## config.mk

```make
export PLATFORM = sky130hd
export DESIGN_NAME = ofdm_spi_master
export DESIGN_NICKNAME = d
export VERILOG_FILES = /design/src/rtl/ofdm_spi_master.sv
export SDC_FILE = /design/constraint.sdc
export NUM_CORES = 1
export LEC_CHECK = 0
export ABC_AREA = 1
export BUFFER_PORTS_ARGS = -buffer_cell sky130_fd_sc_hd__clkbuf_2
export CAP_MARGIN = 0
export CORE_ASPECT_RATIO = 2
export CORE_MARGIN = 2
export CORE_UTILIZATION = 29
export DETAILED_ROUTE_END_ITERATION = 6
export GPL_ROUTABILITY_DRIVEN = 0
export SYNTH_ARGS = -nofsm -noshare
export SYNTH_HDL_FRONTEND = slang
export SYNTH_SLANG_ARGS = --single-unit
```

## constraint.sdc

```tcl
create_clock -name clk -period 2.9 [get_ports clk]
set_input_delay 0.58 -clock clk [delete_from_list [all_inputs] [get_ports clk]]
set_output_delay 0.58 -clock clk [all_outputs]
set_load 0.02 [all_outputs]
```

## src/rtl/ofdm_spi_master.sv

```systemverilog
// ---------------------------------------------------------------------------
// ofdm_spi_master
//
// SPI master, mode 0 (CPOL=0, CPHA=0), MSB first, full duplex. Drives the
// OFDM transmitter's external SPI slave port from an FPGA-fabric control
// source. One tx word is shifted out on mosi while one rx word is captured
// from miso.
//
// Parameters
//   DATA_W   bits per SPI word (>= 2)
//   CLK_DIV  clk cycles per sclk half-period (>= 1)
//
// Ports
//   clk       in   system clock
//   reset     in   synchronous, active-high reset
//   tx_data   in   word to send, MSB first (sampled only at accept)
//   tx_valid  in   tx_data valid
//   tx_ready  out  word accepted when tx_valid & tx_ready
//   rx_data   out  last word captured from miso, held until next capture
//   rx_valid  out  one-cycle pulse when rx_data is updated (no backpressure)
//   busy      out  high whenever the engine is not idle
//   sclk      out  SPI clock, idle low (registered)
//   mosi      out  SPI data out (registered)
//   miso      in   SPI data in
//   nss       out  slave select, active low (registered)
//
// Configuration macro
//   SPI_MASTER_BURST_EN  when defined, a new word may be accepted in the last
//                        HOLD cycle; the next frame then starts with nss held
//                        low and no GAP. When undefined, every word gets its
//                        own nss low period followed by a GAP.
//
// Frame timing: SETUP (CLK_DIV) + DATA_W bits of 2*CLK_DIV + HOLD (CLK_DIV)
// with nss low, then GAP (CLK_DIV) with nss high, then one IDLE cycle.
// ---------------------------------------------------------------------------
module ofdm_spi_master #(
    parameter int DATA_W  = 16,
    parameter int CLK_DIV = 4
) (
    input  logic              clk,
    input  logic              reset,
    input  logic [DATA_W-1:0] tx_data,
    input  logic              tx_valid,
    output logic              tx_ready,
    output logic [DATA_W-1:0] rx_data,
    output logic              rx_valid,
    output logic              busy,
    output logic              sclk,
    output logic              mosi,
    input  logic              miso,
    output logic              nss
);

    typedef enum logic [2:0] {
        IDLE,
        SETUP,
        SHIFT,
        HOLD,
        GAP
    } state_t;

    localparam int CNT_W = (CLK_DIV > 1) ? $clog2(CLK_DIV) : 1;
    localparam int BIT_W = $clog2(DATA_W);

    state_t             state;
    logic [CNT_W-1:0]   cnt;       // cycles elapsed in the current half-period/phase
    logic [BIT_W-1:0]   bit_cnt;   // index of the bit currently on the wire
    logic [DATA_W-1:0]  tx_sr;
    logic [DATA_W-1:0]  rx_sr;

    logic phase_end;
    logic last_bit;
    logic last_hold;
    logic enter_last_hold;
    logic burst_slot;
    logic accept;

    assign phase_end = (cnt == CNT_W'(CLK_DIV - 1));
    assign last_bit  = (bit_cnt == BIT_W'(DATA_W - 1));
    assign last_hold = (state == HOLD) && phase_end;

    // rx_valid is a register that must be high during the last HOLD cycle,
    // so it is set on the edge that enters that cycle. With CLK_DIV == 1 the
    // HOLD phase is a single cycle entered straight from the last SHIFT cycle.
    generate
        if (CLK_DIV == 1) begin : g_div1
            assign enter_last_hold = (state == SHIFT) && !sclk && phase_end && last_bit;
        end else begin : g_divn
            assign enter_last_hold = (state == HOLD) && (cnt == CNT_W'(CLK_DIV - 2));
        end
    endgenerate

`ifdef SPI_MASTER_BURST_EN
    assign burst_slot = last_hold;
`else
    assign burst_slot = 1'b0;
`endif

    assign tx_ready = !reset && ((state == IDLE) || burst_slot);
    assign accept   = tx_valid && tx_ready;
    assign busy     = (state != IDLE);

    // NOTE: all state and outputs below use non-blocking assignments so every
    // register samples the pre-edge values; blocking here would chain updates.
    always_ff @(posedge clk) begin
        if (reset) begin
            state    <= IDLE;
            cnt      <= '0;
            bit_cnt  <= '0;
            tx_sr    <= '0;
            rx_sr    <= '0;
            rx_data  <= '0;
            rx_valid <= 1'b0;
            sclk     <= 1'b0;
            mosi     <= 1'b0;
            nss      <= 1'b1;
        end else begin
            rx_valid <= enter_last_hold;
            if (enter_last_hold) begin
                rx_data <= rx_sr;
            end

            case (state)
                IDLE: begin
                    cnt <= '0;
                    if (accept) begin
                        tx_sr <= tx_data;
                        mosi  <= tx_data[DATA_W-1];
                        nss   <= 1'b0;
                        state <= SETUP;
                    end
                end

                SETUP: begin
                    if (phase_end) begin
                        // First rising sclk edge: slave has had a full
                        // half-period to see the MSB, so sample miso now.
                        cnt     <= '0;
                        bit_cnt <= '0;
                        sclk    <= 1'b1;
                        rx_sr   <= {rx_sr[DATA_W-2:0], miso};
                        state   <= SHIFT;
                    end else begin
                        cnt <= cnt + CNT_W'(1);
                    end
                end

                SHIFT: begin
                    if (!phase_end) begin
                        cnt <= cnt + CNT_W'(1);
                    end else begin
                        cnt <= '0;
                        if (sclk) begin
                            // Falling edge: present the next bit, except after
                            // the last one where mosi is left untouched.
                            sclk <= 1'b0;
                            if (!last_bit) begin
                                tx_sr <= tx_sr << 1;
                                mosi  <= tx_sr[DATA_W-2];
                            end
                        end else if (last_bit) begin
                            state <= HOLD;
                        end else begin
                            sclk    <= 1'b1;
                            rx_sr   <= {rx_sr[DATA_W-2:0], miso};
                            bit_cnt <= bit_cnt + BIT_W'(1);
                        end
                    end
                end

                HOLD: begin
                    if (phase_end) begin
                        cnt <= '0;
                        if (accept) begin
                            // Back-to-back word: keep nss low, skip GAP.
                            tx_sr <= tx_data;
                            mosi  <= tx_data[DATA_W-1];
                            state <= SETUP;
                        end else begin
                            nss   <= 1'b1;
                            state <= GAP;
                        end
                    end else begin
                        cnt <= cnt + CNT_W'(1);
                    end
                end

                GAP: begin
                    if (phase_end) begin
                        cnt   <= '0;
                        state <= IDLE;
                    end else begin
                        cnt <= cnt + CNT_W'(1);
                    end
                end

                default: begin
                    cnt   <= '0;
                    sclk  <= 1'b0;
                    nss   <= 1'b1;
                    state <= IDLE;
                end
            endcase
        end
    end

endmodule

```

# Word-level counts from Yosys, hierarchy flattened
# Cells that the tools add are included.
# word_totals
register_bits	61
out_inout_bits	22
# op_classes
reduce_logical	17
eq_ne	17
n_bitwise	3
add_sub_neg	2
mux	40
# ops
operator	n
2-to-1 mux 16 bit	9
case mux 16 bit (3 select lines)	1
case mux 16 bit (2 select lines)	1
2-to-1 mux 3 bit	8
!= test 2 bit (second input constant)	10
2-to-1 mux 4 bit	4
case mux 3 bit (5 select lines)	1
2-to-1 mux 1 bit	12
AND reduction 5 bit	2
case mux 1 bit (3 select lines)	3
OR reduction 3 bit	3
case mux 4 bit (2 select lines)	1
AND reduction 7 bit	1
equality test 3 x 2 -> 1 bit (second input constant)	2
nonzero test 3 bit	2
adder 4 x 1 -> 4 bit (second input constant)	1
equality test 2 bit (second input constant)	2
equality test 4 bit (second input constant)	1
AND reduction 4 bit	1
OR reduction 4 bit	1
equality test 3 x 1 -> 1 bit (second input constant)	1
equality test 3 bit (second input constant)	1
logical AND 1 bit	3
zero test 3 bit	1
other kinds (5)	7

# Depth between registers and ports, before layout
# Gate-level depths: netlist of the first run.
# logic_depth
ltp_word	6
mapped_depth	11
depth_no_buf	9

# Least setup slack after synthesis of the first run
# No wires, ideal clock.
# synth_path
kind	input -> output
startpoint	input port reset
endpoint	output port tx_ready
n_path_buf	1
path_stages	2
arrival_time_ps	1071
path_slack_ps	1249
t_required_ps	2320
path_cell_list	clkbuf_1 -> nor2_1
# synth_via
elab_chain_len	2
# synth_rtl
item	line	rtl
start: declaration	41	input logic reset,
zero test 1 bit	99	assign tx_ready = !reset && ((state == IDLE) || burst_slot);
logical AND 1 bit	99	
end: declaration	44	output logic tx_ready,
# No other way between the ends.

# Worst setup path in the final report of the first run
# layout_path
startpoint	register state[1]
endpoint	output port tx_ready
# layout_via
elab_chain_len	2
# layout_rtl
item	line	rtl
start: declaration	65	state_t state;
start signal: assignment	107	state <= IDLE;
start signal: assignment	130	state <= SETUP;
start signal: assignment	142	state <= SHIFT;
zero test 3 bit	99	
logical AND 1 bit	99	
# No other way between the ends.

==> results of run 1 <==
Yosys cell counts (all sizes together):
cell           n
nand3         30
clkbuf         7
nor3b          1
a21oi         24
xor2           1
inv           31
o21ai         33
nand3b         1
o31ai          1
nor2          86
nand4          3
buf           14
dlygate4sd1    1
dfxtp         60
ha             3
nand2        100
state kept, by name, indices dropped and copies added (netlist names):
register  count
state         3
rx_sr        16
tx_sr        15
sclk          1
mosi          1
cnt           2
nss           1
rx_data      16
bit_cnt       4
rx_valid      1
worst max-delay path, delay by kind of cell (launching register included):
kind / cells / cell delay (ns)
buffers and inverters: 2 / 0.30
and+or+nand+nor: 2 / 0.23
DFF: 1 / 0.51
logic make-up after synthesis:
group           Yosys count  synth area share
fa+ha+maj                 3            0.0135
xor+xnor                  1           0.00315
flops                    60             0.432
buf+inv                  53            0.0945
simple gates            221             0.347
compound gates           58             0.109
routing by layer:
| layer | vias up | part of all wire |
|---|---|---|
| li1 | 1310 | - |
| met1 | 1143 | 0.40 |
| met2 | 52 | 0.54 |
| met3 | 12 | 0.041 |
| met4 | 0 | 0.023 |
| met5 | - | 0 |
stage by stage:
stage / util / cells / hold WS [ns] / instance area [µm²]
6_report: 0.352 / 538 / 0.450 / 3280
5_1_grt: 0.352 / 538 / 0.480 / 3280
4_1_cts: 0.352 / 538 / 0.456 / 3280
3_5_place_dp: 0.321 / 522 / 0.440 / 2990
3_3_place_gp: 0.321 / 522 / 0.432 / 2990
2_1_floorplan: - / 396 / 0.417 / 2780
power by group through the flow:
stage          clock (mW)  combinational [mW]  sequential (mW)
3_5_place_dp            0                1.05             1.05
5_1_grt              1.09                1.22             1.05
2_1_floorplan           0               0.928             1.02
4_1_cts              1.05                1.05             1.04
3_3_place_gp            0                1.03             1.05
6_report             1.02                1.05             1.04
worst paths after layout:
check	start	to	slack, ns	cells past startpoint
hold / removal	cnt[0]	cnt[0]	0.45	1
hold reg to reg	cnt[0]	cnt[0]	0.45	1
setup / recovery	state[1]	tx_ready	0.95	4
setup reg to reg	state[2]	rx_sr[11]	0.99	6
layout make-up:
cell class,count,area share
inverters,31,0.0355
multi-input cells,283,0.402
clock inverters,5,0.0160
well taps,104,0.0397
repair buffers,44,0.0695
flip-flops and latches,60,0.367
clock buffers,11,0.0710
==> results.txt, run 1 <==
- Global routing finished with a remaining overflow of 0.
- The filler cells instantiated in the layout total 973.
* Outcome: finished clean
- Of the cells placed in the final design, the portion with a size suffix greater than 1 is 0.184.
- The number of setup buffers added after CTS is 0.
- Transition time at the pin with the least slew margin: 0.555 ns
- Pin count of the biggest net entering global routing: 39
- Sorting the synthesized cells by area gives the leading types as sky130_fd_sc_hd__dfxtp_1 (43%), sky130_fd_sc_hd__nand2_1 (12%), sky130_fd_sc_hd__nor2_1 (11%).
- Core Box Area: 9320 µm²
- Final setup viols: 0
- Root Buffer: sky130_fd_sc_hd__clkbuf_16
- Max-slew headroom: 0.630
* Number of DRC violations after detailed routing: 0
- Of the total power, combinational logic draws 0.338.
* Via count of the first global-routing pass: 2,382
- Top fanout value on the critical path: 7
* Routed length per instance: 11.7 µm
- The floorplan has 50 rows.
* Area of the die: 10,400 µm²
* Chip width: 73.2 µm
- Switching pwr: 1.17 mW
- The worst-case IR drop observed on VDD is 0.392 mV.
* Unrepaired setup endpoints after global routing: false
- Antenna Diode Count: 0
- After layout, the minimum clock period comes to 1.95 ns.
- Warnings from Yosys: 0
- In the finished design, the share of the clock period the worst path needs comes to 0.674.
- TritonCTS built the clock tree.
- The worst setup path is launched from a register.
- The number of gates resized after CTS was 0.
* Area fraction of the dominant cell type after synthesis: 0.432
- The detailed router finished its first iteration with 201 violations.
* Global-route wire length before repair: 10,500 µm
- Count of cell types in the netlist: 27
- Peak clock frequency supported by timing: 512 MHz
- Of the total power, the share spent switching nets is 0.376.
- In this run, synthesis produced a sequential element count of 60.
* Via density per instance: 4.68
- For met1 alone, demand over resource in global routing was 0.130.
- Summing all multi-input logic gate instances after layout gives 1320 µm².
- In this run the remaining antenna-violating nets after routing total 0.
- Antenna violations before repair: 0
- Compared with the post-synthesis result, the final layout area differs by 17.9%.
* Number of vias after detailed routing: 2,517
* Power density over the cells: 948 nW/µm²
* Post-Syn Instances: 396
- Count of final max-slew check failures: 0
* DP HPWL: 4390 µm
- Summing every instance area after synthesis gives 2780 µm².
- Buffers inserted during clock tree synthesis total 9.
- STA classifies the critical path endpoint as a primary output.
- Storage cell area: 1200 µm²
- Biggest cell delay along the critical path: 0.51 ns
- Maximum clock skew at final layout: 0.00469 ns
- The initial utilization of the core area, before any placement, comes to 0.298.
* Buffer depth of the longest clock path: 2
- Buffers inserted to repair hold after CTS numbered 0.
- Mean instance size in the synthesized netlist: 7.02 µm²
* Buffers added on ports: 41
- Cell Int Power: 1.94 mW
- Reported max-cap violation count: 0
- NumNets Final: 452
- Summed over all cells, the static leakage comes to 1.47 nW.
* Cell breakdown of the critical path: inv_2 > nand2_2 > nor2_1 > clkbuf_2
- Post-synthesis sequential area ratio: 0.432
- Post-route setup slack: 0.945 ns
- Die outline height: 142 µm
- The number of nets handed over by synthesis was 419.
- After routing, the total negative slack on setup checks comes to 0 ns.
* Commonest non-fill, non-tap cell in the layout: sky130_fd_sc_hd__nand2_1
- Of the total power, registers draw 0.334.
- For this run, global-route usage on met2 was measured as 0.238.
- Most utilized layer in the global route result: met2
- Among all stages on the critical path, the largest delay is contributed by sky130_fd_sc_hd__dfxtp_1.
- PnR Total Power: 3.11 mW
* Clock insertion delay at the later pin of the skew report: 0.32 ns
* Final hold viol count: 0
- For the worst setup path, the data required time is 2.32 ns.
- CTS Sinks: 60
- I/O pin count: 42
* Setup Crit Path Kind: register to primary output
- Portion of total power attributed to the clock network: 0.328
- CTS built an H-tree with a depth of 3.
* Total GRT Usage: 0.129
- Post-place setup slack: 0.881 ns
- Clock-pin slew was measured on the worst setup and hold paths at 0.05 ns.
* Largest area contributor in the synthesized netlist: sky130_fd_sc_hd__dfxtp_1
- For this run, global-route usage on met3 was measured as 0.0354.
* DRT Wirelength: 6280 µm
- Most used cells in the layout excluding fill and tap cells: sky130_fd_sc_hd__nand2_1 (91), sky130_fd_sc_hd__nor2_1 (82), sky130_fd_sc_hd__dfxtp_1 (60), sky130_fd_sc_hd__clkbuf_2 (41), sky130_fd_sc_hd__o21ai_0 (31)
- First drt pass iteration count: 4
- Arrival @ worst endpoint: 1.37 ns
- Type of the tightest min-delay check: register to register
No activity file was read; power rests on OpenSTA's default activity.
==> run 2: changes to the inputs <==
==> constraint.sdc (replaced) <==
create_clock -name clk -period 1.7 [get_ports clk]
set_input_delay 0.34 -clock clk [delete_from_list [all_inputs] [get_ports clk]]
set_output_delay 0.34 -clock clk [all_outputs]
set_load 0.02 [all_outputs]
==> run 2 against run 1 <==
Worst setup slack worse by 0.86 ns. Total power is 79% higher. Routed wire length is 3.6% higher. Worst hold slack worse by 0.18 ns. Largest cell class unchanged. Largest power group unchanged.
==> results.txt, run 2 (synthesized netlist as in run 1, its figures left out) <==
- Endpoint required time on the critical path: 1.36 ns (was 2.32 ns)
- The remaining design rule violation count was 0 (unchanged).
- Initial standard-cell utilization of the core: 0.298 (unchanged)
* Rows: 50 (unchanged)
- Power density over the cells: 1640 nW/µm² (was 948 nW/µm²)
- Buffers added on ports: 41 (unchanged)
* I/O pin count: 42 (unchanged)
* Antenna violations before repair: 0 (unchanged)
* Total CTS buffers: 9 (unchanged)
* Cell breakdown of the critical path: nor2_4 > nand2_2 > nor2_1 > clkbuf_2 (was inv_2 > nand2_2 > nor2_1 > clkbuf_2)
- Reported max-cap violation count: 0 (unchanged)
* First drt pass iteration count: 4 (unchanged)
- The HPWL after detailed placement was 4640 µm (was 4390 µm).
- CTS Sinks: 60 (unchanged)
- Unrepaired setup endpoints after global routing: true (was false).
- The global-route wire length before repair was 11,200 µm (was 10,500 µm).
* Period utilisation layout: 0.948
* Outcome: finished clean (unchanged)
* DRT Wirelength: 6510 µm (was 6280 µm)
- Total global routing overflow: 0 (unchanged)
* Post-synthesis to final-layout area growth: 22.2% (was 17.9%)
- Buffer depth of the longest clock path: 2 (unchanged)
- Max-slew headroom: 0.775 (was 0.630)
- Peak clock frequency supported by timing: 621 MHz
- The number of buffers added to fix hold violations after cts came to 0 (unchanged).
- Clock input transition at the sequential cells of the worst setup and hold paths: 0.05 ns (about the same)
- The clock insertion delay at the later pin of the skew report is 0.32 ns (about the same).
* Via density per instance: 4.63 (was 4.68)
* Most used cells in the layout excluding fill and tap cells: sky130_fd_sc_hd__nand2_1 (91), sky130_fd_sc_hd__nor2_1 (81), sky130_fd_sc_hd__dfxtp_1 (58), sky130_fd_sc_hd__clkbuf_2 (41) (was sky130_fd_sc_hd__nand2_1 (91), sky130_fd_sc_hd__nor2_1 (82), sky130_fd_sc_hd__dfxtp_1 (60), sky130_fd_sc_hd__clkbuf_2 (41), sky130_fd_sc_hd__o21ai_0 (31))
* NumNets Final: 460 (was 452)
- Final hold viol count: 0 (unchanged)
- Peak supply drop: 0.650 mV (was 0.392 mV)
- The CTS H-tree depth was 3 (unchanged).
- The max-slew violation count is 0 (unchanged).
* Chip width: 73.2 µm (unchanged)
- Register-to-register path setup slack: 0.11 ns (was 0.99 ns)
- The largest net degree at the start of global routing was 32 (was 39).
* Final Instance Area: 3400 µm² (was 3280 µm²)
- The area of the die was 10,400 µm² (unchanged).
* Crit-path slowest cell: sky130_fd_sc_hd__dfxtp_1 (unchanged)
- The overall global routing resource usage came to 0.138 (was 0.129).
* Endpoint kind of the worst setup timing path: primary output (unchanged)
* Arrival @ worst endpoint: 1.27 ns (was 1.37 ns)
* Post-route antenna net violation count: 0 (unchanged)
- The slew of the pin with the lowest slew margin came to 0.335 ns (was 0.555 ns).
- The kind of launch point of the worst setup path was a register (unchanged).
* Top fanout value on the critical path: 7 (unchanged)
- Time the worst path needs with I/O delays and setup: 1.61 ns
- The routed wirelength normalized by instance count is 11.9 µm (was 11.7 µm).
- The critical path class is register to primary output (unchanged).
- The number of DRC markers after the initial detailed-route iteration came to 159 (was 201).
* Biggest cell delay along the critical path: 0.38 ns (was 0.51 ns)
- The static leakage power was 1.53 nW (was 1.47 nW).
- Fraction of layout instances using a drive strength above 1: 0.210 (was 0.184)
* TritonCTS clock tree: built (unchanged)
- Commonest non-fill, non-tap cell in the layout: sky130_fd_sc_hd__nand2_1 (unchanged)
- Final instance count without filler cells: 546 (was 538)
* Type of the tightest min-delay check: input port to register (was register to register)
- Worst hold-check slack: 0.271 ns (was 0.450 ns)
- The largest clock skew in the final design came to 0.00597 ns (was 0.00469 ns).
- The cell count after placement was 529 (was 522).
- The root buffer selected by CTS is sky130_fd_sc_hd__clkbuf_16 (unchanged).
- Die outline height: 142 µm (unchanged)
- Final setup viols: 0 (unchanged)
* Antenna Diode Count: 0 (unchanged)
- Largest registers: rx_data x16, rx_sr x16, tx_sr x15 (unchanged).
- Number of vias after detailed routing: 2,528 (was 2,517)
- Core Box Area: 9320 µm² (unchanged)
- Cell area reported after detailed placement: 3070 µm² (was 2990 µm²)
- The number of global-route vias before repair came to 2,472 (was 2,382).
==> run 2: cell count changes in the layout (fill, tap and decap cells not counted), sizes merged <==
| cell | before | now |
|---|---|---|
| buf | 3 | 11 |
| clkbuf | 52 | 53 |
| clkinv | 3 | 2 |
==> run 2: layer usage <==
metal | up-vias | wire length (µm) | track usage | share of wire
li1 | 1323 | - | - | -
met1 | 1142 | 2650 | 0.145 | 0.41
met2 | 49 | 3460 | 0.242 | 0.53
met3 | 14 | 229 | 0.0340 | 0.035
met4 | 0 | 165 | 0.0750 | 0.025
met5 | - | 0 | 0 | 0
==> run 2: cell type report <==
| class | instances | area [µm²] |
|---|---|---|
| clock buffers | 12 | 256 |
| flip-flops and latches | 60 | 1200 |
| well taps | 104 | 130 |
| multi-input cells | 283 | 1330 |
| repair buffers | 52 | 313 |
| fillers | 987 | 5920 |
| inverters | 31 | 116 |
| clock inverters | 4 | 47.5 |
==> run 2: timing repair <==
| item | CTS | global route |
|---|---|---|
| gates resized for setup | 1 | 8 |
| endpoints found under the hold margin | 0 | 0 |
| setup endpoints to repair | 16 | 17 |
| setup buffers | 1 | 0 |
| pin swaps | 1 | 1 |
| gates cloned | 0 | 0 |
==> run 2: final timing paths <==
check | from | end | depth (start not counted)
max | state[2] | tx_ready | 4
min | miso | rx_sr[0] | 3
max reg2reg | state[2] | rx_sr[1] | 7
min reg2reg | cnt[0] | cnt[0] | 1
==> run 2: report_power, final <==
group / internal, mW / switching, mW
clock network: 1.21 / 0.613
logic: 0.675 / 1.32
registers: 1.63 / 0.130
==> run 2: through the flow <==
stage | worst slack, ns | utilization | power (mW) | setup TNS (ns)
2_1_floorplan | 0.321 | - | 3.33 | 0
3_3_place_gp | 0.0342 | 0.329 | 3.67 | 0
3_5_place_dp | -0.0191 | 0.329 | 3.71 | -0.102
4_1_cts | 0.0266 | 0.364 | 5.60 | 0
5_1_grt | -0.00159 | 0.364 | 6.00 | -0.00367
6_report | 0.0890 | 0.364 | 5.57 | 0
==> run 2: critical path, delay by kind of cell, from the launching register on <==
kind / cells / cell delay (ns)
buf+inv: 1 / 0.18
flops: 1 / 0.38
simple gates: 3 / 0.40
==> run 3: changes to the inputs <==
--- a/config.mk
+++ b/config.mk
@@ -8,7 +8,6 @@
 export ABC_AREA = 1
 export BUFFER_PORTS_ARGS = -buffer_cell sky130_fd_sc_hd__clkbuf_2
 export CAP_MARGIN = 0
-export CORE_ASPECT_RATIO = 2
 export CORE_MARGIN = 2
 export CORE_UTILIZATION = 29
 export DETAILED_ROUTE_END_ITERATION = 6
==> run 3 against run 2 <==
Clock-buffer cell count is 1 lower. Critical endpoint unchanged. Cell area is 1.8% lower. Critical path depth stayed put.
==> results.txt, run 3 (synthesized netlist as in run 1, its figures left out) <==
- Final instance count without filler cells: 571 (was 546)
- The most frequent standard cell in the layout excluding fill and tap cells is sky130_fd_sc_hd__nand2_1 (unchanged).
- The die span in x came to 102 µm (was 73.2 µm).
* Period utilisation layout: 0.944 (was 0.948)
* Endpoint kind of the worst setup timing path: primary output (unchanged)
* Clock insertion delay at the later pin of the skew report: 0.33 ns (was 0.32 ns)
* Final setup viols: 0 (unchanged)
- Max-slew headroom: 0.794 (was 0.775)
- The number of DRC markers after the initial detailed-route iteration came to 87 (was 159).
- Total GRT Usage: 0.125 (was 0.138)
- FF-to-FF End: bit_cnt[2] (was rx_sr[1])
- The total power consumption of the routed design was 5.05 mW (was 5.57 mW).
- Outcome: finished clean (unchanged)
- NumNets Final: 460 (unchanged)
- The largest driver fanout on the critical path is 7 (unchanged).
* Peak clock frequency supported by timing: 623 MHz (was 621 MHz)
* Peak supply drop: 0.606 mV (was 0.650 mV)
- Endpoint required time on the critical path: 1.36 ns (about the same)
- Cell breakdown of the critical path: nor2_4 > nand2_4 > nor2_1 > clkbuf_2 (was nor2_4 > nand2_2 > nor2_1 > clkbuf_2)
* Post-synthesis to final-layout area growth: 20.0% (was 22.2%)
- Buffer depth of the longest clock path: 2 (unchanged)
- CTS Sinks: 60 (unchanged)
- Rows: 35 (was 50)
- Crit-path slowest cell: sky130_fd_sc_hd__dfxtp_1 (unchanged)
* Die outline height: 102 µm (was 142 µm)
- The setup total negative slack was 0 ns (unchanged).
- Count of final max-slew check failures: 0 (unchanged)
- The cell count after placement was 554 (was 529).
- Number of buffer and inverter instances along the worst setup path: 1 (unchanged)
* Initial standard-cell utilization of the core: 0.299 (was 0.298)
- Final hold viol count: 0 (unchanged)
- Setup Crit Path Kind: register to primary output (unchanged)
- The number of antenna cells inserted was 0 (unchanged).
- The number of global-route vias before repair came to 2,308 (was 2,472).
- The minimum setup slack among reg-to-reg paths came to 0.13 ns (was 0.11 ns).
- The sum of routed wire length over all layers is 6090 µm (was 6510 µm).
- Global-route wire length before repair: 10,200 µm (was 11,200 µm)
* Arrival @ worst endpoint: 1.26 ns (was 1.27 ns)
- The type of the tightest min-delay check was input port to register (unchanged).
* R2R Path Start: state[2] (unchanged)
* Antenna violations before repair: 0 (unchanged)
* Time the worst path needs with I/O delays and setup: 1.60 ns (was 1.61 ns)
- Pin count of the biggest net entering global routing: 32 (unchanged)
- The HPWL after detailed placement is 4120 µm (was 4640 µm).
- The area of the die was 10,400 µm² (about the same).
- The remaining antenna violation count was 0 (unchanged).
- Startpoint type of the worst setup path: register (unchanged)
- Most used cells in the layout excluding fill and tap cells: sky130_fd_sc_hd__nand2_1 (91), sky130_fd_sc_hd__nor2_1 (82), sky130_fd_sc_hd__dfxtp_1 (59), sky130_fd_sc_hd__clkbuf_2 (41), sky130_fd_sc_hd__o21ai_0 (30) (was sky130_fd_sc_hd__nand2_1 (91), sky130_fd_sc_hd__nor2_1 (81), sky130_fd_sc_hd__dfxtp_1 (58), sky130_fd_sc_hd__clkbuf_2 (41))
- The number of input and output port buffers inserted is 41 (unchanged).
* Total CTS buffers: 9 (unchanged)
- The sink of the worst hold path is rx_sr[0] (unchanged).
* Fraction of layout instances using a drive strength above 1: 0.206 (was 0.210)
- The delay of the slowest cell on the worst path is 0.37 ns (was 0.38 ns).
* Maximum clock skew at final layout: 0.00902 ns (was 0.00597 ns)
- Number of DRC violations after detailed routing: 0 (unchanged)
* Via density per instance: 4.34 (was 4.63)
- Transition time at the pin with the least slew margin: 0.307 ns (was 0.335 ns)
- Reported max-cap violation count: 0 (unchanged)
- The count of cells along the worst hold path is 3 (unchanged).
* TritonCTS clock tree: built (unchanged)
- Hold wc startpoint: miso (unchanged)
* Quantity of hold-fixing buffers added after cts: 0 (unchanged)
- Unrepaired setup endpoints after global routing: false (was true)
- I/O pin count: 42 (unchanged)
- Largest registers: rx_data x16, rx_sr x16, tx_sr x15 (unchanged).
- Max H-tree Level: 3 (unchanged)
- First drt pass iteration count: 4 (unchanged)
- Number of vias after detailed routing: 2,480 (was 2,528)
- Power density over the cells: 1510 nW/µm² (was 1640 nW/µm²)
- The area of the core was 9280 µm² (was 9320 µm²).
* Total global routing overflow: 0 (unchanged)
* Top delay family on crit path: simple AND/OR/NAND/NOR gates (unchanged)
- Clock input transition at the sequential cells of the worst setup and hold paths: 0.07 ns (was 0.05 ns)
* Routed length per instance: 10.7 µm (was 11.9 µm)
- The static leakage power was 1.49 nW (was 1.53 nW).
* Root Buffer: sky130_fd_sc_hd__clkbuf_8 (was sky130_fd_sc_hd__clkbuf_16)
- FF-to-FF path depth: 9 (was 7)
run 3: cell count changes in the layout (fill, tap and decap cells not counted), sizes merged:
cell,delta
clkinv,-1
clkinvlp,+1
clkbuf,-1
inv,+1
run 3: area by class of cell:
| class | count | area (µm²) |
|---|---|---|
| Inverter | 31 | 116 |
| Sequential cell | 60 | 1200 |
| Tap cell | 129 | 161 |
| Clock inverter | 5 | 58.8 |
| Fill cell | 1008 | 5950 |
| Timing Repair Buffer | 52 | 325 |
| Multi-Input combinational cell | 283 | 1320 |
| Clock buffer | 11 | 151 |
run 3: worst max path at each step:
stage,slack (ns),start,cells past startpoint,endpoint
after global placement,0.21,bit_cnt[0],9,mosi
after detailed placement,0.18,bit_cnt[0],9,mosi
after CTS,0.03,state[1],4,tx_ready
after global routing,0.005,bit_cnt[0],9,tx_sr[7]
final,0.1,state[2],4,tx_ready
after floorplan,0.32,state[2],4,tx_ready
run 3: tightest hold or removal path, cell delays in order:
cell and delay [ns]:
sky130_fd_sc_hd__clkbuf_2 0.08, sky130_fd_sc_hd__o21ai_0 0.08, sky130_fd_sc_hd__nor2_1 0.08
run 3: per-layer routing:
metal	routed length, µm	part of all wire	global-route usage
met5	0	0	0
met4	115	0.019	0.0646
met3	195	0.032	0.0267
met2	2810	0.46	0.204
met1	2970	0.49	0.154
run 3: through the flow:
step	utilization	hold WS [ns]	instance area [µm²]	setup WS [ns]
3_3_place_gp	0.335	0.430	3110	0.207
4_1_cts	0.359	0.266	3330	0.0343
6_report	0.359	0.280	3340	0.0954
2_1_floorplan	-	0.409	2780	0.321
5_1_grt	0.359	0.288	3340	0.00517
3_5_place_dp	0.335	0.442	3110	0.179
run 3: what timing repair did:
| item | in CTS | in global routing |
|---|---|---|
| setup buffers | 1 | 0 |
| gates cloned | 0 | 0 |
| gates resized for setup | 1 | 2 |
| setup endpoints to repair | 2 | 1 |
| pin swaps | 1 | 0 |
run 3: where the power goes:
group	switching (mW)	internal, mW	leakage (nW)
sequential	0.133	1.62	0.487
combinational	1.27	0.677	0.902
clock	0.588	0.759	0.102
